--- src/rtl/hazard_scoreboard.sv ---
// hazard_scoreboard: per-register pending-write tracker that sits beside decode.
// It returns stall and bypass decisions for the instruction in decode.
// Fixed-latency writes are tracked with countdown timers and a writeback-slot
// reservation vector. Variable-latency loads are tracked with busy bits and an
// in-flight counter.
module hazard_scoreboard #(
  parameter int NREG = 32,
  parameter int REGW = 5,
  parameter int MAXL = 7,
  parameter int MAXV = 2
) (
  input  logic                        clk,
  input  logic                        rst,
  input  logic                        hold,
  input  logic                        flush,
  input  logic                        issue_valid,
  input  logic                        use_rs,
  input  logic                        use_rt,
  input  logic [REGW-1:0]             rs,
  input  logic [REGW-1:0]             rt,
  input  logic                        wr_en,
  input  logic [REGW-1:0]             rd,
  input  logic [$clog2(MAXL+1)-1:0]   lat,
  input  logic                        vwb_valid,
  input  logic [REGW-1:0]             vwb_rd,
  output logic                        stall,
  output logic                        fwd_rs,
  output logic                        fwd_rt,
  output logic [$clog2(MAXV+1)-1:0]   vcount,
  output logic                        idle
);

  localparam int TW = $clog2(MAXL + 1);
  localparam int VW = $clog2(MAXV + 1);

  logic [TW-1:0] timer_r [NREG];
  logic [TW-1:0] timer_n [NREG];
  logic          vbusy_r [NREG];
  logic          vbusy_n [NREG];
  logic [MAXL:1] res_r;
  logic [MAXL:1] res_n;
  logic [VW-1:0] vcount_r;
  logic [VW-1:0] vcount_n;

  logic rs_counted_s;
  logic rt_counted_s;
  logic rd_nz_s;
  logic raw_s;
  logic waw_s;
  logic port_s;
  logic cap_s;
  logic vwb_eff_s;
  logic accept_s;
  logic var_acc_s;
  logic any_pending_s;

  // Hazard decisions for the instruction currently presented by decode.
  always_comb begin
    rs_counted_s = use_rs & (rs != {REGW{1'b0}});
    rt_counted_s = use_rt & (rt != {REGW{1'b0}});
    rd_nz_s      = wr_en & (rd != {REGW{1'b0}});
    // A completion only frees a slot when its register was really busy;
    // a stray completion must not let a load overrun the in-flight cap.
    vwb_eff_s    = vwb_valid & vbusy_r[vwb_rd];

    raw_s = (rs_counted_s & (vbusy_r[rs] | (timer_r[rs] > TW'(1)))) |
            (rt_counted_s & (vbusy_r[rt] | (timer_r[rt] > TW'(1))));
    waw_s = rd_nz_s & (vbusy_r[rd] | (timer_r[rd] > TW'(1)));

    // Writeback slot lat is taken if something already lands in that cycle,
    // which after this edge's shift is the op now holding slot lat+1.
    port_s = 1'b0;
    for (int i = 1; i < MAXL; i++) begin
      if (rd_nz_s && (lat == TW'(i)) && res_r[i+1]) begin
        port_s = 1'b1;
      end else begin
        port_s = port_s;
      end
    end

    cap_s = rd_nz_s & (lat == {TW{1'b0}}) & (vcount_r == VW'(MAXV)) & ~vwb_eff_s;

    stall    = issue_valid & (raw_s | waw_s | port_s | cap_s);
    fwd_rs   = issue_valid & rs_counted_s & (timer_r[rs] == TW'(1)) & ~vbusy_r[rs];
    fwd_rt   = issue_valid & rt_counted_s & (timer_r[rt] == TW'(1)) & ~vbusy_r[rt];
    accept_s = issue_valid & ~stall & ~flush & ~hold;
    var_acc_s = accept_s & rd_nz_s & (lat == {TW{1'b0}});
  end

  // Next-state: age the fixed timers, then apply completion and acceptance.
  always_comb begin
    for (int r = 0; r < NREG; r++) begin
      if (timer_r[r] != {TW{1'b0}}) begin
        timer_n[r] = timer_r[r] - TW'(1);
      end else begin
        timer_n[r] = {TW{1'b0}};
      end
      vbusy_n[r] = vbusy_r[r];
    end
    res_n = res_r >> 1;

    if (vwb_eff_s) begin
      vbusy_n[vwb_rd] = 1'b0;
    end else begin
      vbusy_n[vwb_rd] = vbusy_n[vwb_rd];
    end

    if (accept_s && rd_nz_s) begin
      if (lat != {TW{1'b0}}) begin
        timer_n[rd] = lat;
        res_n[lat]  = 1'b1;
      end else begin
        vbusy_n[rd] = 1'b1;
      end
    end else begin
      res_n = res_n;
    end

    vcount_n = vcount_r + VW'(var_acc_s) - VW'(vwb_eff_s);
  end

  // State registers; hold freezes everything.
  always_ff @(posedge clk or negedge rst) begin
    if (!rst) begin
      for (int r = 0; r < NREG; r++) begin
        timer_r[r] <= {TW{1'b0}};
        vbusy_r[r] <= 1'b0;
      end
      res_r    <= {MAXL{1'b0}};
      vcount_r <= {VW{1'b0}};
    end else if (!hold) begin
      for (int r = 0; r < NREG; r++) begin
        timer_r[r] <= timer_n[r];
        vbusy_r[r] <= vbusy_n[r];
      end
      res_r    <= res_n;
      vcount_r <= vcount_n;
    end
  end

  // Idle when nothing of either kind is outstanding.
  always_comb begin
    any_pending_s = 1'b0;
    for (int r = 0; r < NREG; r++) begin
      any_pending_s = any_pending_s | (timer_r[r] != {TW{1'b0}}) | vbusy_r[r];
    end
    vcount = vcount_r;
    idle   = ~any_pending_s & (vcount_r == {VW{1'b0}});
  end

endmodule

--- config.mk ---
export PLATFORM = sky130hd
export DESIGN_NAME = hazard_scoreboard
export DESIGN_NICKNAME = d
export VERILOG_FILES = /design/src/rtl/hazard_scoreboard.sv
export SDC_FILE = /design/constraint.sdc
export NUM_CORES = 1
export LEC_CHECK = 0
export ABC_AREA = 1
export CAP_MARGIN = 30
export CORE_UTILIZATION = 23
export CTS_BUF_LIST = sky130_fd_sc_hd__clkbuf_16
export CTS_CLUSTER_DIAMETER = 40
export DETAILED_ROUTE_END_ITERATION = 7
export PLACE_DENSITY = 0.4
export SLEW_MARGIN = 0
export SYNTH_ARGS = -nofsm -noshare
export SYNTH_HDL_FRONTEND = slang
export SYNTH_SLANG_ARGS = --single-unit
--- constraint.sdc ---
create_clock -name clk -period 3.7 [get_ports clk]
set_input_delay 0.37 -clock clk [delete_from_list [all_inputs] [get_ports clk]]
set_output_delay 0.37 -clock clk [all_outputs]
set_load 0.02 [all_outputs]
## Word level (Yosys, flattened, before mapping)

Cells that the tools add are included.

- Output and inout bits: 6
- Logic and storage cells: 358
- Input port bits: 32
- Bits in registers: 137

- $add $sub $neg: 34
- Order comparisons: 11
- Muxes and demuxes: 76
- Reductions and logical operators: 54
- Bitwise operators: 108
- Equal/unequal tests: 9

Operators with widths:

| operator | count |
|---|---|
| two-way mux 96 bit | 2 |
| two-way mux 3 bit | 39 |
| nonzero test 3 bit | 33 |
| bitwise mux 96 bit | 1 |
| two-way mux 32 bit | 3 |
| subtractor 3 x 1 -> 3 bit, second input constant | 32 |
| OR 1 bit | 70 |
| binary-select mux 3 bit (select 5 bit) | 3 |
| AND 32 bit | 1 |
| bitwise mux 32 bit | 1 |
| NOT 32 bit | 1 |
| OR 32 bit | 1 |
| >= comparator 6 bit, second input constant | 4 |
| NOT 5 -> 6 bit | 4 |
| AND 1 bit | 23 |
| binary-select mux 1 bit (select 5 bit) | 4 |
| two-way mux 1 bit | 17 |
| logical AND 1 bit | 16 |
| demux 3 bit (select 5 bit) | 1 |
| nonzero test 5 bit | 3 |
| two-way mux 7 bit | 2 |
| less-than comparator 6 x 1 -> 1 bit, second input constant | 2 |
| demux 1 bit (select 5 bit) | 2 |
| equality test 3 x 1 -> 1 bit, second input constant | 3 |
| 13 further kinds | 24 |

## Longest topological paths before layout

Gate-level depths: netlist of run 1.

- Word-level depth: 66
- Gate-level depth with buffers: 24
- Gate-level depth less buffers: 20

## Least setup slack after synthesis of run 1

Ideal clock, no wire load.

- Path type: input to register
- Start: input vwb_rd[0]
- End: register vcount_r[1] (netlist: vcount[1])
- Stages on the path: 22
- Buffers on the path: 4
- Library setup time: 131 ps
- Arrival time: 2702 ps
- Setup slack: 867 ps
- Data required time: 3569 ps
- Cells stage by stage: buf_2 buf_4 o21ai_0 nand2_1 nand2_1 nand2_1 nand2_1 nor2_1 nand2_1 nand2_1 a21oi_1 nand2_1 nor2_4 buf_4 buf_4 nand3_1 ha_1 inv_1 ha_1 a21oi_1 o21ai_0 xor2_1

- Cells in the longest elaborated chain, start to end: 17

Ends and longest elaborated chain:

| item | RTL line | text |
|---|---|---|
| start, declared | 25 | `input logic [REGW-1:0] vwb_rd,` |
| NOT 5 -> 6 bit (not written as such) (*) | 64 | `vwb_eff_s = vwb_valid & vbusy_r[vwb_rd];` |
| binary-select mux 1 bit (select 5 bit) (*) | 64 |  |
| two-way mux 1 bit (not written as such) (*) (2 in a row) | 64 |  |
| AND 1 bit (*) | 64 |  |
| NOT 1 bit | 81 | `cap_s = rd_nz_s & (lat == {TW{1'b0}}) & (vcount_r == VW'(MAXV)) & ~vwb_eff_s;` |
| AND 1 bit | 81 |  |
| OR 1 bit | 83 | `stall = issue_valid & (raw_s \| waw_s \| port_s \| cap_s);` |
| AND 1 bit | 83 |  |
| NOT 1 bit | 86 | `accept_s = issue_valid & ~stall & ~flush & ~hold;` |
| AND 1 bit (3 in a row) | 86 |  |
| AND 1 bit (2 in a row) | 87 | `var_acc_s = accept_s & rd_nz_s & (lat == {TW{1'b0}});` |
| adder 2 x 1 -> 2 bit | 119 | `vcount_n = vcount_r + VW'(var_acc_s) - VW'(vwb_eff_s);` |
| subtractor 2 x 1 -> 2 bit (*) | 119 |  |
| end signal, assigned | 130 | `vcount_r <= {VW{1'b0}};` |
| end signal, assigned | 137 | `vcount_r <= vcount_n;` |
| end, declared | 42 | `logic [VW-1:0] vcount_r;` |

Every way passes the cells marked *; elsewhere a longest branch is shown, timed or not. The select of a mux whose other input is x is not followed.
A chain may end at the register's enable or synchronous reset.

## Worst setup path in the final report of run 1

- Start: input rt[2]
- End: output fwd_rt

- Cells in the longest elaborated chain, start to end: 7
- Elaborated cells between the ends (all ways): 14
- Classes of those cells: eq/ne (1); mux (6); bitwise (6); reduce/logical (1)

Ends and longest elaborated chain:

| item | RTL line | text |
|---|---|---|
| start, declared | 20 | `input logic [REGW-1:0] rt,` |
| NOT 5 -> 6 bit (not written as such) | 85 | `fwd_rt = issue_valid & rt_counted_s & (timer_r[rt] == TW'(1)) & ~vbusy_r[rt];` |
| binary-select mux 3 bit (select 5 bit) | 85 |  |
| two-way mux 3 bit (not written as such) (2 in a row) | 85 |  |
| equality test 3 x 1 -> 1 bit | 85 |  |
| AND 1 bit | 85 |  |
| AND 1 bit (*) | 85 |  |
| end, declared | 28 | `output logic fwd_rt,` |

Marks and branches as above.

==> results of run 1 <==
## sequential cells by signal, summed over array words and instances, names as in the netlist
register and flops:
res_r 6, vbusy_r 32, vcount 2, timer_r 96
## per-stage QoR
| stage | total power (W) | cells | instance area, um2 |
|---|---|---|---|
| finish | 0.005489 | 3460 | 16640 |
| global route | 0.005789 | 3460 | 16640 |
| CTS | 0.005538 | 3459 | 16610 |
| detailed placement | 0.003556 | 3426 | 15960 |
| global placement | 0.003563 | 3426 | 15960 |
| floorplan | 0.002793 | 2625 | 14540 |
## report_power, final
part | leakage [nW] | switching (W) | internal, W
combinational | 6.41 | 0.00121 | 0.000528
sequential | 1.74 | 0.000206 | 0.00162
clock | 0.298 | 0.000815 | 0.00111
## final cells by class
cell class	instances	area (um2)
fillers	7071	45410
repair buffers	110	1097
clock inverters	15	185.2
clock buffers	17	425.4
well taps	837	1047
inverters	255	968.4
flip-flops and latches	136	3403
multi-input cells	2090	9518
## worst max-delay path by stage
stage,end
4_1_cts,fwd_rs
3_3_place_gp,fwd_rs
5_1_grt,fwd_rs
6_report,fwd_rt
2_1_floorplan,vcount[1]
3_5_place_dp,fwd_rs
## cells in the final DEF, fill, tap and decap left out, types with 4 or more instances in the layout
master and count:
nor2_1 332, clkdlybuf4s50_1 28, o21ai_1 5, o221ai_1 5
o22ai_1 4, a21oi_1 98, ha_1 66, buf_4 59
nor2_2 6, nand4_1 48, nor3_1 12, o21ai_0 216
buf_12 15, clkbuf_16 17, inv_2 5, dfrtp_1 136
clkinv_1 5, nor4_1 5, nand2_1 1050, a22oi_1 4
inv_1 245, mux2_2 7, nand2_4 6, bufinv_16 4
o211ai_1 6, nand3_1 203
## Yosys cell counts, drive strengths merged
cell type / count
a21o: 1
a21oi: 99
a221oi: 2
a22oi: 4
a31oi: 1
buf: 72
clkbuf: 72
clkinv: 6
dfrtp: 136
ha: 66
inv: 249
mux2: 7
nand2: 1056
nand3: 203
nand3b: 2
nand4: 48
nor2: 340
nor3: 12
nor4: 8
o211ai: 6
o21ai: 222
o221ai: 5
o22ai: 4
o311ai: 1
o31ai: 1
or2: 1
xor2: 1
## routing by layer
metal / wire (um) / vias to the layer above / share of wire [%]
met5: 0 / - / 0
met4: 1256 / 0 / 1.9
met3: 3805 / 52 / 5.7
met2: 28900 / 514 / 43
met1: 32510 / 7991 / 49
li1: - / 8229 / -
## kinds of logic after synthesis
kind of cell,share of synthesized area [%]
compound gates,12.39
mux,0.5422
simple gates,46.30
fa+ha+maj,5.680
buf+inv,11.62
xor+xnor,0.06025
flops,23.41
## worst max-delay path, stage by stage
cell and delay [ps]:
clkdlybuf4s50_1 650, clkinv_1 200, buf_4 230, a221oi_1 350, o22ai_1 160, nand2_1 80, nand2_1 50, nor4_1 750
buf_4 230, buf_4 130
## timing repair
item	4_1_cts	5_1_grt
endpoints found under the hold margin	37	0
endpoints found under the setup margin	3	3
buffers inserted	0	1
hold buffers	1	0
resized for setup	10	8
pin swaps	0	1
==> impl_metrics.env, run 1 <==
export IMPL_gp_congestion=0.9404
export IMPL_r2r_start="vbusy_r[23]"
export IMPL_whs_endpoint="timer_r[25]"
export IMPL_diodes=0
export IMPL_endpoint_kind="output pin"
export IMPL_synthesis_area_um2=14540
export IMPL_io_pins=38
export IMPL_grt_use_met3_pct=3.505
export IMPL_irDropWorstVdd_v=0.0003284
export IMPL_slew_headroom_pct=34.01
export IMPL_cellPowerDensity_nw_per_um2=329.8
export IMPL_cp_data_arrival_time_ps=3220
export IMPL_cts_inserted_buffers=17
export IMPL_grt_busiest_layer="met2"
export IMPL_synth_nets=2723
export IMPL_grt_ovfl_total=0
export IMPL_worst_slack_ps=110.8
export IMPL_ys_types=37
export IMPL_reg2reg_slack_ps=600
export IMPL_nNetsFinal=2708
export IMPL_drv_slew=0
export IMPL_drt_initial_drc_count=1510
export IMPL_setup_violations=0
export IMPL_drive_above_1_share_pct=5.414
export IMPL_root_buffer="clkbuf_16"
export IMPL_yosysWarnings=0
export IMPL_cts_tree="done"
export IMPL_grt_pass1_vias=15290
export IMPL_cts_sinks=136
export IMPL_clkLatencyLatePin_ps=500
export IMPL_synth_avg_cell_area_um2=5.539
export IMPL_synth_area_leaders="nand2_1 (27%), dfrtp_1 (23%), nor2_1 (8.8%)"
export IMPL_worstMarginPinSlew_ps=980.8
export IMPL_post_route_util_pct=26.82
export IMPL_use_met1_pct=30.37
export IMPL_yosysTopAreaCellShare_pct=27.16
export IMPL_path_clk_slew_ps=70
export IMPL_holdWs_ps=347.8
export IMPL_antenna_found_initial=1
export IMPL_ys_ff_latch=136
export IMPL_setup_tns_ps=0
export IMPL_port_buffers=37
export IMPL_maxCapViolCount=0
export IMPL_vias=16790
export IMPL_hold_violations=0
export IMPL_status="complete, no violations"
export IMPL_synth_seq_area_share_pct=23.41
export IMPL_cts_max_path_buffers=2
export IMPL_coreArea_um2=62050
export IMPL_grt_first_pass_wirelength_um=100600
export IMPL_htree_num_levels=4
export IMPL_wirelength_um=66470
export IMPL_via_per_inst=4.851
export IMPL_grt_util_met2_pct=31.68
export IMPL_die_area_um2=64220
export IMPL_hpwl_um=47090
export IMPL_crit_fanout=8
export IMPL_hold_depth=3
export IMPL_final_antenna_net_count=0
export IMPL_worstSetupStartpoint="rt[2]"
export IMPL_netlist_instances=2625
export IMPL_grt_total_usage_pct=20.97
export IMPL_clock_fmax_ghz=0.2786
export IMPL_drc_errors=0
export IMPL_finClkSkew_ps=12.88
export IMPL_leakage_nw=8.449
export IMPL_crit_type="in -> out"
export IMPL_start_util_pct=23.43
export IMPL_r2r_end="vcount[1]"
export IMPL_cp_data_required_time_ps=3330
export IMPL_r2r_cells=19
export IMPL_synth_area_leader_cell="nand2_1"
export IMPL_place_ws_ps=-139.0
export IMPL_syn2layout_area_growth_pct=14.48
export IMPL_min_period_over_period_pct=97.01
export IMPL_dieWidth_um=253.4
export IMPL_finalCriticalPeriod_ps=3589
export IMPL_num_rows=91
export IMPL_worst_setup_path_start_kind="input pin"
export IMPL_drt_wirelength_per_cell_um=19.21
export IMPL_hold_class="in -> reg"
export IMPL_grt_max_degree=133
export IMPL_min_delay_start="hold"
export IMPL_firstDrtPassIters=5
export IMPL_dieHeight_um=253.4
(Power assumes the default switching activity.)
==> run 2, diff against run 1 <==
Settings changed: GPL_TIMING_DRIVEN set to 0.
==> run 2 against run 1 <==
Net effect: worst hold slack gained 39 ps; clock power shrank 5%; routed wire length grew 17%; core utilization is essentially flat; power grew 0.28%; sequential power is essentially flat; cell area grew 0.14%; largest cell class unchanged; first-iteration DRC count grew 22%; critical endpoint is now fwd_rs; sequential share of layout area is essentially flat; combinational power grew 6%.
==> impl_metrics.env, run 2 (synthesized netlist as in run 1, its figures left out) <==
export IMPL_worstMarginPinSlew_ps=1073
export IMPL_maxCapViolCount=0
export IMPL_final_cells=3533
export IMPL_worst_slack_ps=76.17
export IMPL_cp_data_arrival_time_ps=3250
export IMPL_rsz0062_at_grt="no"
export IMPL_irDropWorstVdd_v=0.0003477
export IMPL_clkLatencyLatePin_ps=510
export IMPL_finClkSkew_ps=13.19
export IMPL_die_area_um2=64220
export IMPL_wirelength_um=77450
export IMPL_r2r_start="vbusy_r[23]"
export IMPL_endpoint_kind="output pin"
export IMPL_drt_initial_drc_count=1841
export IMPL_worst_setup_path_start_kind="input pin"
export IMPL_cp_data_required_time_ps=3330
export IMPL_port_buffers=27
export IMPL_path_clk_slew_ps=60
export IMPL_drv_slew=0
export IMPL_final_cell_mix="nand2_1 (1052), nor2_1 (334), inv_1 (243), o21ai_0 (216), nand3_1 (203)"
export IMPL_cts_tree="done"
export IMPL_cts_max_path_buffers=2
export IMPL_place_ws_ps=-838.1
export IMPL_hold_class="in -> async"
export IMPL_reg_largest_list="timer_r x96, vbusy_r x32, res_r x6"
export IMPL_finalCriticalPeriod_ps=3624
export IMPL_grt_max_degree=83
export IMPL_gp_congestion=0.9550
export IMPL_min_period_over_period_pct=97.94
export IMPL_status="complete, no violations"
export IMPL_layout_cells_most_common="nand2_1"
export IMPL_drt_wirelength_per_cell_um=21.92
export IMPL_slew_headroom_pct=28.47
export IMPL_crit_type="in -> out"
export IMPL_drc_errors=0
export IMPL_holdWs_ps=386.8
export IMPL_grt_pass1_vias=16020
export IMPL_hpwl_um=59610
export IMPL_antenna_found_initial=2
export IMPL_setup_violations=0
export IMPL_hold_violations=0
export IMPL_vias=17520
export IMPL_largest_reg_flops=96
export IMPL_via_per_inst=4.959
export IMPL_grt_first_pass_wirelength_um=111100
export IMPL_syn2layout_area_growth_pct=14.64
export IMPL_nNetsFinal=2780
export IMPL_clock_fmax_ghz=0.2760
export IMPL_final_antenna_net_count=0
export IMPL_dieWidth_um=253.4
export IMPL_power_w=0.005505
export IMPL_firstDrtPassIters=6
export IMPL_drive_above_1_share_pct=5.158
export IMPL_worstSetupStartpoint="rs[1]"
export IMPL_setup_tns_ps=0
export IMPL_num_rows=91
export IMPL_crit_fanout=10
export IMPL_coreArea_um2=62050
export IMPL_top_register="timer_r"
export IMPL_cts_sinks=136
export IMPL_root_buffer="clkbuf_16"
export IMPL_grt_ovfl_total=0
export IMPL_htree_num_levels=4
export IMPL_leakage_nw=8.411
export IMPL_io_pins=38
export IMPL_cts_inserted_buffers=17
export IMPL_dieHeight_um=253.4
export IMPL_cellPowerDensity_nw_per_um2=330.3
export IMPL_grt_total_usage_pct=24.28
export IMPL_start_util_pct=23.43
export IMPL_numPlacedInstances=3494
[run 2: cell count changes in the layout (fill, tap and decap cells not counted), sizes merged, moves of 3 or more]
cell           delta
clkinv            +4
clkdlybuf4s50     -8
buf               +4
clkbuf           +73
dlygate4sd2       +3
inv               -3
[run 2: routing by layer]
metal | track usage (%) | wire (um) | up-vias
met5 | 0 | 0 | -
met4 | 9.455 | 2507 | 0
met3 | 3.947 | 5455 | 111
met2 | 37.23 | 33540 | 726
met1 | 33.69 | 35950 | 8296
li1 | - | - | 8386
[run 2: final cells by class]
class                           instances  area [um2]
Fill cell                            7121       45390
Multi-Input combinational cell       2090        9522
Clock inverter                         15       143.9
Sequential cell                       136        3405
Inverter                              255       967.2
Tap cell                              837        1047
Antenna cell                            1       2.502
Timing Repair Buffer                   38       410.4
Buffer                                144       744.5
Clock buffer                           17       425.4
[run 2: timing repair]
action                                  in CTS  in global routing
hold endpoints to repair                    54                  0
setup buffers                                5                  0
gates resized for setup                     18                 20
hold buffers                                 1                  0
endpoints found under the setup margin      16                  6
pin swaps                                    1                  1
[run 2: per-stage QoR]
stage / cell area (um2) / utilization (%)
after global placement: 15860 / 25.55
after floorplan: 14540 / -
after CTS: 16620 / 26.78
final: 16670 / 26.86
after detailed placement: 15950 / 25.70
after global routing: 16660 / 26.86
[run 2: worst paths after layout]
path	slack [ps]	depth (start not counted)	to
max	80	8	fwd_rs
min	390	2	timer_r[81]
max reg2reg	260	21	vcount[1]
min reg2reg	520	2	timer_r[34]
max in group asynchronous	2390	3	vbusy_r[3]
min in group clk	520	2	timer_r[34]
[run 2: where the power goes]
| part | internal [W] | total [W] | switching [W] |
|---|---|---|---|
| Clock | 0.00103 | 0.00183 | 0.000800 |
| Combinational | 0.000512 | 0.00184 | 0.00132 |
| Sequential | 0.00162 | 0.00184 | 0.000218 |
[run 2: worst max-delay path, stage by stage]
cell,delay (ps)
buf_2,290
buf_2,410
clkbuf_2,320
nor2_1,90
o311ai_0,500
a21oi_1,140
nor4_2,390
clkdlybuf4s50_1,710
